==> src/rtl/uart_boot_loader.sv <==
// uart_boot_loader
//   Parses UART load frames (0xA5 sync, ADDR, LEN words, LEN*4 little-endian
//   data bytes, CSUM = XOR of ADDR, LEN and data) into 32-bit program-RAM
//   writes, and holds the CPU in reset until a frame loads cleanly.
//   Optional feature macro: UART_LOADER_ECHO_EN. When defined, an ACK (0x06)
//   or NAK (0x15) status byte is sent to the UART transmitter after every frame
//   or timeout. When undefined, tx_start/tx_data are tied to 0.
module uart_boot_loader #(
    parameter int ADDR_W      = 8,
    parameter int TIMEOUT_CYC = 5000000
) (
    input  logic              sys_clk,
    input  logic              sys_rst_n,
    input  logic              rx_done,
    input  logic [7:0]        rx_data,
    output logic              ram_we,
    output logic [ADDR_W-1:0] ram_addr,
    output logic [31:0]       ram_wdata,
    output logic              cpu_run,
    output logic              load_done,
    output logic              load_err,
    output logic              tx_start,
    output logic [7:0]        tx_data,
    input  logic              tx_busy
);

    localparam logic [7:0] SYNC_BYTE = 8'hA5;
    localparam int         TMO_W     = $clog2(TIMEOUT_CYC + 1);

    typedef enum logic [2:0] {
        S_IDLE, S_ADDR, S_LEN, S_DATA, S_CSUM, S_RESP
    } state_e;

    state_e            state_q, state_d;
    logic [ADDR_W-1:0] cur_addr;
    logic [7:0]        words_left;
    logic [1:0]        byte_idx;
    logic [23:0]       word_lo;     // bytes 0..2 of the word; byte 3 comes straight from rx_data
    logic [7:0]        csum;
    logic [TMO_W-1:0]  tmo_cnt;

    logic in_frame, sync_seen, word_last, csum_ok, tmo_hit;
    logic ram_we_d, load_done_d, load_err_d;

    assign in_frame  = (state_q == S_ADDR) || (state_q == S_LEN) ||
                       (state_q == S_DATA) || (state_q == S_CSUM);
    assign sync_seen = (state_q == S_IDLE) && rx_done && (rx_data == SYNC_BYTE);
    assign word_last = (state_q == S_DATA) && rx_done && (byte_idx == 2'd3);
    assign csum_ok   = (rx_data == csum);
    // A byte arriving on the expiry cycle wins over the timeout.
    assign tmo_hit   = in_frame && !rx_done && (tmo_cnt == TMO_W'(TIMEOUT_CYC - 1));

    // State register
    // NOTE: sequential state is always assigned with <= so every flop samples pre-edge values.
    always_ff @(posedge sys_clk or negedge sys_rst_n) begin
        if (!sys_rst_n) state_q <= S_IDLE;
        else            state_q <= state_d;
    end

    // Next-state logic: byte-driven transitions, plus timeout and response handshake
    // NOTE: every combinational output gets a default first so no latch is inferred.
    always_comb begin
        state_d = state_q;
        if (tmo_hit) begin
`ifdef UART_LOADER_ECHO_EN
            state_d = S_RESP;
`else
            state_d = S_IDLE;
`endif
        end else begin
            case (state_q)
                S_IDLE: if (sync_seen) state_d = S_ADDR;
                S_ADDR: if (rx_done)   state_d = S_LEN;
                S_LEN:  if (rx_done)   state_d = (rx_data == 8'd0) ? S_CSUM : S_DATA;
                S_DATA: if (word_last && words_left == 8'd1) state_d = S_CSUM;
                S_CSUM: if (rx_done) begin
`ifdef UART_LOADER_ECHO_EN
                    state_d = S_RESP;
`else
                    state_d = S_IDLE;
`endif
                end
`ifdef UART_LOADER_ECHO_EN
                S_RESP: if (!tx_busy) state_d = S_IDLE;
`endif
                default: state_d = S_IDLE;
            endcase
        end
    end

    // Output decode: next-cycle values of the single-cycle strobes
    always_comb begin
        ram_we_d    = word_last;
        load_done_d = (state_q == S_CSUM) && rx_done && csum_ok;
        load_err_d  = ((state_q == S_CSUM) && rx_done && !csum_ok) || tmo_hit;
    end

    // Inter-byte timeout counter: cleared by every byte, runs only mid-frame
    always_ff @(posedge sys_clk or negedge sys_rst_n) begin
        if (!sys_rst_n)                       tmo_cnt <= '0;
        else if (rx_done || !in_frame || tmo_hit) tmo_cnt <= '0;
        else                                  tmo_cnt <= tmo_cnt + TMO_W'(1);
    end

    // Frame parser datapath: address, word count, byte lanes and running checksum
    always_ff @(posedge sys_clk or negedge sys_rst_n) begin
        if (!sys_rst_n) begin
            cur_addr   <= '0;
            words_left <= '0;
            byte_idx   <= '0;
            word_lo    <= '0;
            csum       <= '0;
        end else if (rx_done) begin
            case (state_q)
                S_IDLE: if (rx_data == SYNC_BYTE) csum <= '0;
                S_ADDR: begin
                    cur_addr <= ADDR_W'(rx_data);
                    csum     <= csum ^ rx_data;
                end
                S_LEN: begin
                    words_left <= rx_data;
                    byte_idx   <= '0;
                    csum       <= csum ^ rx_data;
                end
                S_DATA: begin
                    csum     <= csum ^ rx_data;
                    byte_idx <= byte_idx + 2'd1;
                    case (byte_idx)
                        2'd0:    word_lo[7:0]   <= rx_data;
                        2'd1:    word_lo[15:8]  <= rx_data;
                        2'd2:    word_lo[23:16] <= rx_data;
                        default: begin
                            cur_addr   <= cur_addr + ADDR_W'(1);
                            words_left <= words_left - 8'd1;
                        end
                    endcase
                end
                default: ;
            endcase
        end
    end

    // Registered outputs: RAM write port, status pulses and CPU release
    always_ff @(posedge sys_clk or negedge sys_rst_n) begin
        if (!sys_rst_n) begin
            ram_we    <= 1'b0;
            ram_addr  <= '0;
            ram_wdata <= '0;
            load_done <= 1'b0;
            load_err  <= 1'b0;
            cpu_run   <= 1'b0;
        end else begin
            ram_we    <= ram_we_d;
            load_done <= load_done_d;
            load_err  <= load_err_d;
            if (ram_we_d) begin
                ram_addr  <= cur_addr;
                ram_wdata <= {rx_data, word_lo};
            end
            if (load_done_d)    cpu_run <= 1'b1;
            else if (sync_seen) cpu_run <= 1'b0;
        end
    end

`ifdef UART_LOADER_ECHO_EN
    logic resp_ok;

    // Status echo: remember the frame verdict, then send ACK/NAK once the transmitter is free
    always_ff @(posedge sys_clk or negedge sys_rst_n) begin
        if (!sys_rst_n) begin
            resp_ok  <= 1'b0;
            tx_start <= 1'b0;
            tx_data  <= 8'h00;
        end else begin
            tx_start <= 1'b0;
            if (tmo_hit)                               resp_ok <= 1'b0;
            else if ((state_q == S_CSUM) && rx_done)   resp_ok <= csum_ok;
            if ((state_q == S_RESP) && !tx_busy) begin
                tx_start <= 1'b1;
                tx_data  <= resp_ok ? 8'h06 : 8'h15;
            end
        end
    end
`else
    wire unused_tx_busy = tx_busy;

    assign tx_start = 1'b0;
    assign tx_data  = 8'h00;
`endif

endmodule

==> config.mk <==
export PLATFORM = sky130hd
export DESIGN_NAME = uart_boot_loader
export DESIGN_NICKNAME = d
export VERILOG_FILES = /design/src/rtl/uart_boot_loader.sv
export SDC_FILE = /design/constraint.sdc
export NUM_CORES = 1
export LEC_CHECK = 0
export BUFFER_PORTS_ARGS = -buffer_cell sky130_fd_sc_hd__buf_2
export CAP_MARGIN = 20
export CORE_AREA = 2 2 122 124
export CTS_CLUSTER_DIAMETER = 50
export DETAILED_ROUTE_END_ITERATION = 10
export DIE_AREA = 0 0 124 126
export HOLD_SLACK_MARGIN = 0.05
export SYNTH_ARGS = -nofsm -noshare
export SYNTH_HDL_FRONTEND = slang
export SYNTH_SLANG_ARGS = --single-unit
==> constraint.sdc <==
create_clock -name sys_clk -period 2.8 [get_ports sys_clk]
set_clock_uncertainty 0.15 [all_clocks]
set_input_delay 0.14 -clock sys_clk [delete_from_list [all_inputs] [get_ports sys_clk]]
set_output_delay 0.14 -clock sys_clk [all_outputs]
set_load 0.01 [all_outputs]
==> results of run 1 <==
-- flip-flops by register name, summed over array words and instances, names as in the netlist, 2 cells and up --
name        count
state_q         3
words_left      8
csum            8
cur_addr        8
word_lo        24
ram_wdata      32
byte_idx        2
ram_addr        8
tmo_cnt        23
-- layout by cell type, fill, tap and decap left out, types with 16 or more instances in the layout --
cell type	instances
clkbuf_16	17
nor2b_1	16
nand3_1	18
nand2_1	35
dfrtp_1	120
xor2_1	17
buf_2	53
o21ai_0	30
mux2_2	61
a21oi_1	21
nor2_1	50
-- routing by layer --
layer  wire length [µm]  share of wire, %
met4                170               1.5
met2               5460                47
met3                546               4.7
met5                  0                 0
met1               5340                46
-- worst min path at each step --
stage / depth (start not counted) / slack, ns / endpoint
floorplan: 0 / -0.31 / byte_idx[0]
global placement: 1 / -0.03 / ram_wdata[11]
detailed placement: 1 / -0.03 / ram_wdata[11]
CTS: 2 / 0.06 / word_lo[12]
global route: 2 / 0.06 / word_lo[4]
finish: 2 / 0.06 / word_lo[4]
-- report_power, final --
group / internal [mW] / total [mW] / leakage (nW) / switching, mW
registers: 2.24 / 2.64 / 1.58 / 0.395
logic: 0.775 / 1.66 / 1.33 / 0.882
clock network: 1.64 / 2.44 / 0.321 / 0.806
-- worst max-delay path, cell delays in order --
cell	delay [ns]
dlygate4sd3_1	0.53
buf_2	0.23
nor2b_1	0.40
buf_4	0.23
and3_1	0.31
a21oi_1	0.16
o32ai_1	0.30
nor2b_1	0.17
-- kinds of logic (layout without fill, tap and decap cells) --
kind of cell               count (synthesis)  in the layout  synth area share (%)
and+or+nand+nor                          169            169                  15.0
DFF                                      120            120                  53.6
AOI/OAI and AO/OA                         77             77                  8.18
muxes                                     65             65                  13.0
buffers and inverters                     45            111                  4.11
xor gates and xnor gates                  27             27                  4.22
adders and majority gates                  8              8                  1.79
other                                      1              9                0.0669
-- per-stage QoR --
stage                     power, mW  setup slack [ns]  area, µm²  utilization (%)
after floorplan                3.84             0.919       5630                -
after global placement         4.23             0.649       6010             42.0
after detailed placement       4.33             0.590       6010             42.0
after CTS                      6.80             0.519       6750             47.2
after global routing           7.19             0.352       6750             47.2
final                          6.74             0.513       6750             47.2
-- cell type report --
cell class / instances / area, µm²
clock inverters: 13 / 214
repair buffers: 69 / 415
inverters: 10 / 37.5
clock buffers: 19 / 453
fillers: 1339 / 7560
multi-input cells: 355 / 2400
well taps: 184 / 230
flip-flops and latches: 120 / 3000
==> reports/results.txt, run 1 <==
status = completed
Reg2Reg Setup Slack = 0.60 ns
clock-pin slew on the worst setup and hold paths = 0.06 ns
Post-CTS Setup Inserts = 0
count leader, synth = dfrtp_1
hold_ws = 0.0646 ns
DR iter-0 viols = 227
1st-pass router iterations = 5
Period minus WS final = 2.29 ns
Final HPWL DP = 7600 µm
power density over cell area = 998 nW/µm²
Synth top cells by count = 120 x dfrtp_1, 61 x mux2_2, 50 x nor2_1
H-tree depth = 4
clk sink count = 120
Final period util = 81.7%
Pins Over Slew Limit = 0
CTS tree = built
CP startpoint kind = input port
M3 GR Usage = 4.89%
CP Max Fanout = 12
Final Net Count = 593
Synth Instances = 512
synth warn = 0
fraction of layout cells with a size suffix above 1 = 27.6%
vias per inst = 5.09
area leader, netlist = dfrtp_1
GP Congestion = 0.765
Hold Buf Count CTS = 7
Max transition margin = 52.7%
VDD IR max = 0.000446 V
met2 Use GR = 25.8%
Post-Syn Area = 5600 µm²
Hold Path Class = in2reg
Die Span X = 124 µm
GRT Total Usage = 16.0%
Overflow after GRT = 0
placed insts = 731
depth of the worst register-to-register path = 6
clock root buffer = clkbuf_16
post-synthesis async set-or-reset flop share = 100%
leak pwr = 3.23 nW
Post-synth EDFFs = 0
Mapped Avg Cell Area = 10.9 µm²
vias in the first global route = 3933
Worst-Skew Late Latency = 0.42 ns
final setup vio count = 0
distinct cell type count after synthesis = 49
Final Non-Filler Cells = 770
WP data required = 2.99 ns
GRT busiest layer = met2
WS Path Type = in2reg
I/O pin total = 65
initial antenna violation count = 0
P&R area growth vs syn = 20.5%
crit path to = state_q[2]
post-synthesis sequential area ratio = 53.6%
die area = 15600 µm²
first-pass GRT wire length = 19300 µm
CP Capture Type = register
Core Region = 14300 µm²
Max Clock Freq = 0.437 GHz
post-CTS sizing = 0
CTS buffer count = 17
area share of the leading cell type in the synthesized netlist = 53.6%
clock tree buffer depth = 2
# port buffers = 54
WL/cell = 14.9 µm
DR vias = 3920
top area cells in the synthesized netlist = dfrtp_1 54%, mux2_2 12%, nor2_1 3.4%
R2R Path Start = tmo_cnt[0]
Final ANT Viol Nets = 0
critical path startpoint = rx_done
initial core utilization = 39.1%
FF+latch count, synth = 120
Die Y = 126 µm
RSZ-0062 raised after global routing = no
pin count of the biggest net entering global routing = 56
maxcap violations = 0
ant diodes = 0
Hold Path Origin = rx_data[4]
M1 GR Usage = 20.2%
Residual DRC = 0
Synth Flop Type = dfrtp_1
worst-margin pin slew = 0.704 ns
worst r2r dst = tmo_cnt[6]
Std-Cell Rows = 44
setup TNS = 0 ns
overall routed net length = 11500 µm
crit path DAT = 2.48 ns
final hold vios = 0
(Power assumes the default switching activity.)
==> run 2: changes to the inputs <==
Clock period 2.8 ns to 2.4 ns, I/O delays scaled along.
==> run 2 against run 1 <==
  * Die area stayed put
  * Count of clock-buffer cells in the layout stayed put
  * First-iteration DRC count is 1.8% lower
  * Sequential share of layout area is 0.13 points lower
  * Critical path depth is 2 lower
  * Non-clock buffer count is 8 higher
  * Utilization is 0.14 points higher
  * Sequential power is 16% higher
  * Cell count is 1.0% higher
  * Setup slack worse by 0.22 ns
  * Critical path type is now reg2reg
  * Critical endpoint is now tmo_cnt[5]
==> reports/results.txt, run 2 (synthesis gave the netlist of run 1 again) <==
ant diodes = 0
# port buffers = 54
P&R area growth vs syn = 20.9%
overall routed net length = 11500 µm
RSZ-0062 raised after global routing = no
CTS tree = built
Final HPWL DP = 7550 µm
Core Region = 14300 µm²
fraction of layout cells with a size suffix above 1 = 28.1%
I/O pin total = 65
CP Max Fanout = 23
WP data required = 2.53 ns
placed cell area = 6050 µm²
GRT Total Usage = 15.7%
final setup vio count = 0
final non-filler cell area = 6770 µm²
WS Path Type = reg2reg
Std-Cell Rows = 44
slowest stage cell, crit path = or2_2
CTS buffer count = 17
Hold Buf Count CTS = 10
CP startpoint kind = register
GP Congestion = 0.784
Sw Ratio = 31.6%
Final period util = 88.0%
initial core utilization = 39.1%
Final Net Count = 601
Final ANT Viol Nets = 0
commonest non-fill, non-tap cell in the layout = dfrtp_1
Max transition margin = 39.9%
DR iter-0 viols = 223
Overflow after GRT = 0
crit path DAT = 2.24 ns
Post-CTS Setup Inserts = 0
1st-pass router iterations = 4
die area = 15600 µm²
sequential power share = 40.1%
vias per inst = 5.00
CP Cell Sequence = ha_1 > and3_1 > nand3_1 > nor4_1 > or2_2 > nor2_1
pin count of the biggest net entering global routing = 56
status = completed
clk sink count = 120
VDD IR max = 0.000572 V
Hold Path Class = in2reg
post-CTS sizing = 0
H-tree depth = 4
WL/cell = 14.8 µm
clock tree buffer depth = 2
DR vias = 3890
Reg with most FFs = ram_wdata
Logic pwr share = 25.6%
final hold vios = 0
clock-pin slew on the worst setup and hold paths = 0.06 ns
first-pass GRT wire length = 18800 µm
CP Capture Type = register
clock root buffer = clkbuf_16
Max Clock Freq = 0.474 GHz
commonest non-fill, non-tap cells in the layout = 120 x dfrtp_1, 61 x mux2_2, 53 x buf_2, 50 x nor2_1, 35 x nand2_1
hold_ws = 0.0661 ns
Pins Over Slew Limit = 0
Internal = 5.24 mW
vias in the first global route = 3797
Die Y = 126 µm
Worst-Skew Late Latency = 0.42 ns
Residual DRC = 0
Crit path largest cell delay = 0.46 ns
worst-margin pin slew = 0.899 ns
initial antenna violation count = 0
power density over cell area = 1130 nW/µm²
Period minus WS final = 2.11 ns
setup TNS = 0 ns
clock group share of total power = 34.3%
biggest regs = ram_wdata: 32 flops, word_lo: 24 flops, tmo_cnt: 23 flops
sw power = 2.43 mW
Largest register FFs = 32
Die Span X = 124 µm
maxcap violations = 0
leak pwr = 3.24 nW
## run 2: final timing paths
path                                  from       endpoint  slack (ns)  depth (start not counted)
min in group asynchronous        sys_rst_n  ram_wdata[13]        0.14                          3
worst min-delay path            rx_data[3]    word_lo[11]        0.07                          3
max in group asynchronous        sys_rst_n  ram_wdata[16]        0.70                          3
worst max-delay path            tmo_cnt[0]     tmo_cnt[5]        0.29                          6
worst max register to register  tmo_cnt[0]     tmo_cnt[5]        0.29                          6
worst min register to register  tmo_cnt[0]     tmo_cnt[0]        0.34                          1
## run 2: metal layers
layer  vias up  part of all wire [%]  global-route usage (%)
met5         -                     0                       0
met4         0                   1.2                    5.16
met3        14                   4.1                    5.34
met2        65                    47                    25.0
met1      1904                    47                    20.2
li1       1907                     -                       -
## run 2: cell type report
cell class | count | area (µm²)
inverters | 10 | 37.5
clock inverters | 13 | 166
clock buffers | 19 | 453
multi-input cells | 355 | 2400
repair buffers | 77 | 483
flip-flops and latches | 120 | 3000
fillers | 1305 | 7540
well taps | 184 | 230
## run 2: power groups by stage
stage	sequential (mW)	combinational [mW]	clock, mW
3_3_place_gp	3.06	1.91	0
2_1_floorplan	3.05	1.43	0
3_5_place_dp	3.10	1.97	0
4_1_cts	3.07	1.99	2.69
6_report	3.07	1.97	2.63
5_1_grt	3.17	2.24	2.79
## run 2: through the flow
stage	utilization (%)	std cells	setup WS [ns]	total power [mW]
after floorplan	-	520	0.519	4.48
after global placement	42.3	736	0.304	4.97
after detailed placement	42.3	736	0.265	5.07
after CTS	47.3	778	0.260	7.75
after global routing	47.3	778	0.0753	8.19
final	47.3	778	0.289	7.67
## run 2: worst max-delay path: cells and delay by family (launching register included)
family | cells | cell delay (ns)
and+or+nand+nor | 5 | 1.23
adders and majority gates | 1 | 0.21
DFF | 1 | 0.38
==> run 3: changes to the inputs <==
Settings changed: ABC_AREA set to 1, CORE_AREA 2 2 122 124 to 2 2 126 128, DIE_AREA 0 0 124 126 to 0 0 128 130.
==> run 3 against run 2 <==
  * Combinational power rose by 19%
  * Design area rose by 4.2%
  * Power rose by 2.5%
  * Sequential cell count did not move
  * Count of clock-buffer cells in the layout rose by 3
  * Area after synthesis rose by 7.8%
  * Hold slack got worse by 0.017 ns
  * Sequential share of layout area fell by 1.8 points
==> reports/results.txt, run 3 <==
status = completed
RSZ-0062 raised after global routing = no
area share of the leading cell type in the synthesized netlist = 49.7%
Die Span X = 128 µm
Setup WS post-layout = 0.153 ns
leak pwr = 3.52 nW
Post-Place Setup Slack = 0.355 ns
FF+latch count, synth = 120
setup TNS = 0 ns
Worst-Skew Late Latency = 0.42 ns
CP startpoint kind = input port
H-tree depth = 4
Post-CTS Setup Inserts = 0
post-synthesis sequential area ratio = 49.7%
WP data required = 2.60 ns
CTS buffer count = 17
fillers = 1546
area leader, netlist = dfrtp_1
Residual DRC = 0
Std-Cell Rows = 46
Final period util = 93.6%
vias per inst = 4.69
clock tree buffer depth = 2
CP Capture Type = register
Max Clock Freq = 0.445 GHz
synth warn = 0
WL/cell = 12.6 µm
post-synthesis async set-or-reset flop share = 100%
Synth Instances = 716
Core Region = 15400 µm²
top area cells in the synthesized netlist = dfrtp_1 50%, nand2_1 13%, nor2_1 5.3%
GP Congestion = 0.862
Final Net Count = 808
Mapped Avg Cell Area = 8.44 µm²
I/O pin total = 65
initial core utilization = 39.2%
final setup vio count = 0
commonest non-fill, non-tap cell in the layout = nand2_1
WS Path Type = in2reg
Synth Flop Type = dfrtp_1
VDD IR max = 0.000538 V
Largest register FFs = 32
# port buffers = 54
overall routed net length = 12600 µm
ant diodes = 0
Hold Path Class = in2async
DR vias = 4653
Max transition margin = 34.0%
Die Y = 130 µm
maxcap violations = 0
Period minus WS final = 2.25 ns
clk sink count = 120
CP Max Fanout = 10
clock root buffer = clkbuf_16
vias in the first global route = 4591
GRT Total Usage = 16.8%
Final HPWL DP = 8660 µm
P&R area growth vs syn = 16.9%
power density over cell area = 1110 nW/µm²
count leader, synth = nand2_1
worst-margin pin slew = 0.990 ns
Reg with most FFs = ram_wdata
commonest non-fill, non-tap cells in the layout = 212 x nand2_1, 120 x dfrtp_1, 86 x nor2_1, 53 x buf_2, 51 x inv_1
crit path DAT = 2.44 ns
pin count of the biggest net entering global routing = 54
Overflow after GRT = 0
Post-Syn Area = 6040 µm²
fraction of layout cells with a size suffix above 1 = 18.2%
die area = 16600 µm²
Final ANT Viol Nets = 0
initial antenna violation count = 0
Pins Over Slew Limit = 0
CTS tree = built
distinct cell type count after synthesis = 36
final hold vios = 0
Synth top cells by count = 212 x nand2_1, 120 x dfrtp_1, 86 x nor2_1
clock-pin slew on the worst setup and hold paths = 0.05 ns
Post-synth EDFFs = 0
first-pass GRT wire length = 21900 µm
DR iter-0 viols = 252
biggest regs = ram_wdata: 32 flops, word_lo: 24 flops, tmo_cnt: 23 flops
1st-pass router iterations = 4
run 3: changes by cell type in the layout (fill, tap and decap cells not counted), moves of 13 or more:
cell and delta:
nand2_1 +177, mux2_2 -61, inv_1 +41, nor2_1 +36
nor2b_1 -16, o21ai_2 +13
run 3: report_power, final:
part / leakage (nW) / internal (mW) / total [mW] / switching [mW]
logic: 1.69 / 0.905 / 2.34 / 1.43
clock network: 0.264 / 1.45 / 2.36 / 0.906
registers: 1.57 / 2.71 / 3.17 / 0.457
run 3: cell families after synthesis:
kind of cell	share of synthesized area, %
compound gates	8.68
xor+xnor	2.61
fa+ha+maj	1.66
buf+inv	8.20
flops	49.7
other cells	0.0621
simple gates	29.1
run 3: what timing repair did:
item,CTS,global route
setup endpoints to repair,0,1
hold buffers,12,0
hold endpoints to repair,161,0
resized for setup,0,1
run 3: path summary, 6_finish.rpt:
kind	start	endpoint	slack, ns	cells past startpoint
min	sys_rst_n	ram_wdata[21]	0.05	2
min reg2reg	ram_wdata[18]	ram_wdata[18]	0.31	2
min in group sys_clk	ram_wdata[18]	ram_wdata[18]	0.31	2
max in group asynchronous	sys_rst_n	tmo_cnt[19]	1.42	3
max	rx_data[1]	csum[6]	0.15	12
max reg2reg	state_q[0]	csum[6]	0.20	9
run 3: final cells by class:
cell class	instances	area (µm²)	share of cell area, %
multi-input combinational	518	2570	36.4
sequential	120	3000	42.5
timing repair buffer	72	463	6.56
inverter	59	228	3.23
clock buffer	22	454	6.44
clock inverter	10	98.8	1.40
tap	192	240	3.40
run 3: through the flow:
| step | total power [mW] | std cells | util (%) | cell area, µm² | hold slack, ns |
|---|---|---|---|---|---|
| after CTS | 7.95 | 993 | 45.7 | 7050 | 0.0527 |
| after detailed placement | 5.52 | 949 | 41.4 | 6380 | -0.0475 |
| after global routing | 8.49 | 993 | 45.8 | 7060 | 0.0768 |
| final | 7.86 | 993 | 45.8 | 7060 | 0.0495 |
| after floorplan | 4.89 | 724 | - | 6070 | -0.326 |
| after global placement | 5.46 | 949 | 41.4 | 6380 | -0.0444 |
run 3: layer usage:
layer / global-route usage (%) / vias up / part of all wire, %
li1: - / 2415 / -
met1: 20.6 / 2146 / 47
met2: 27.9 / 82 / 48
met3: 4.88 / 10 / 3.8
met4: 7.24 / 0 / 1.0
met5: 0 / - / 0
run 3: critical path, cell delays in order:
cell and delay (ns):
dlygate4sd3_1 0.54, buf_2 0.16, inv_1 0.20, nand2_1 0.08, nor2_1 0.11, nand2_1 0.10
nand2_1 0.11, nand2_4 0.11, nor2_4 0.19, nand3_1 0.10, nand2_1 0.08, dlygate4sd3_1 0.54
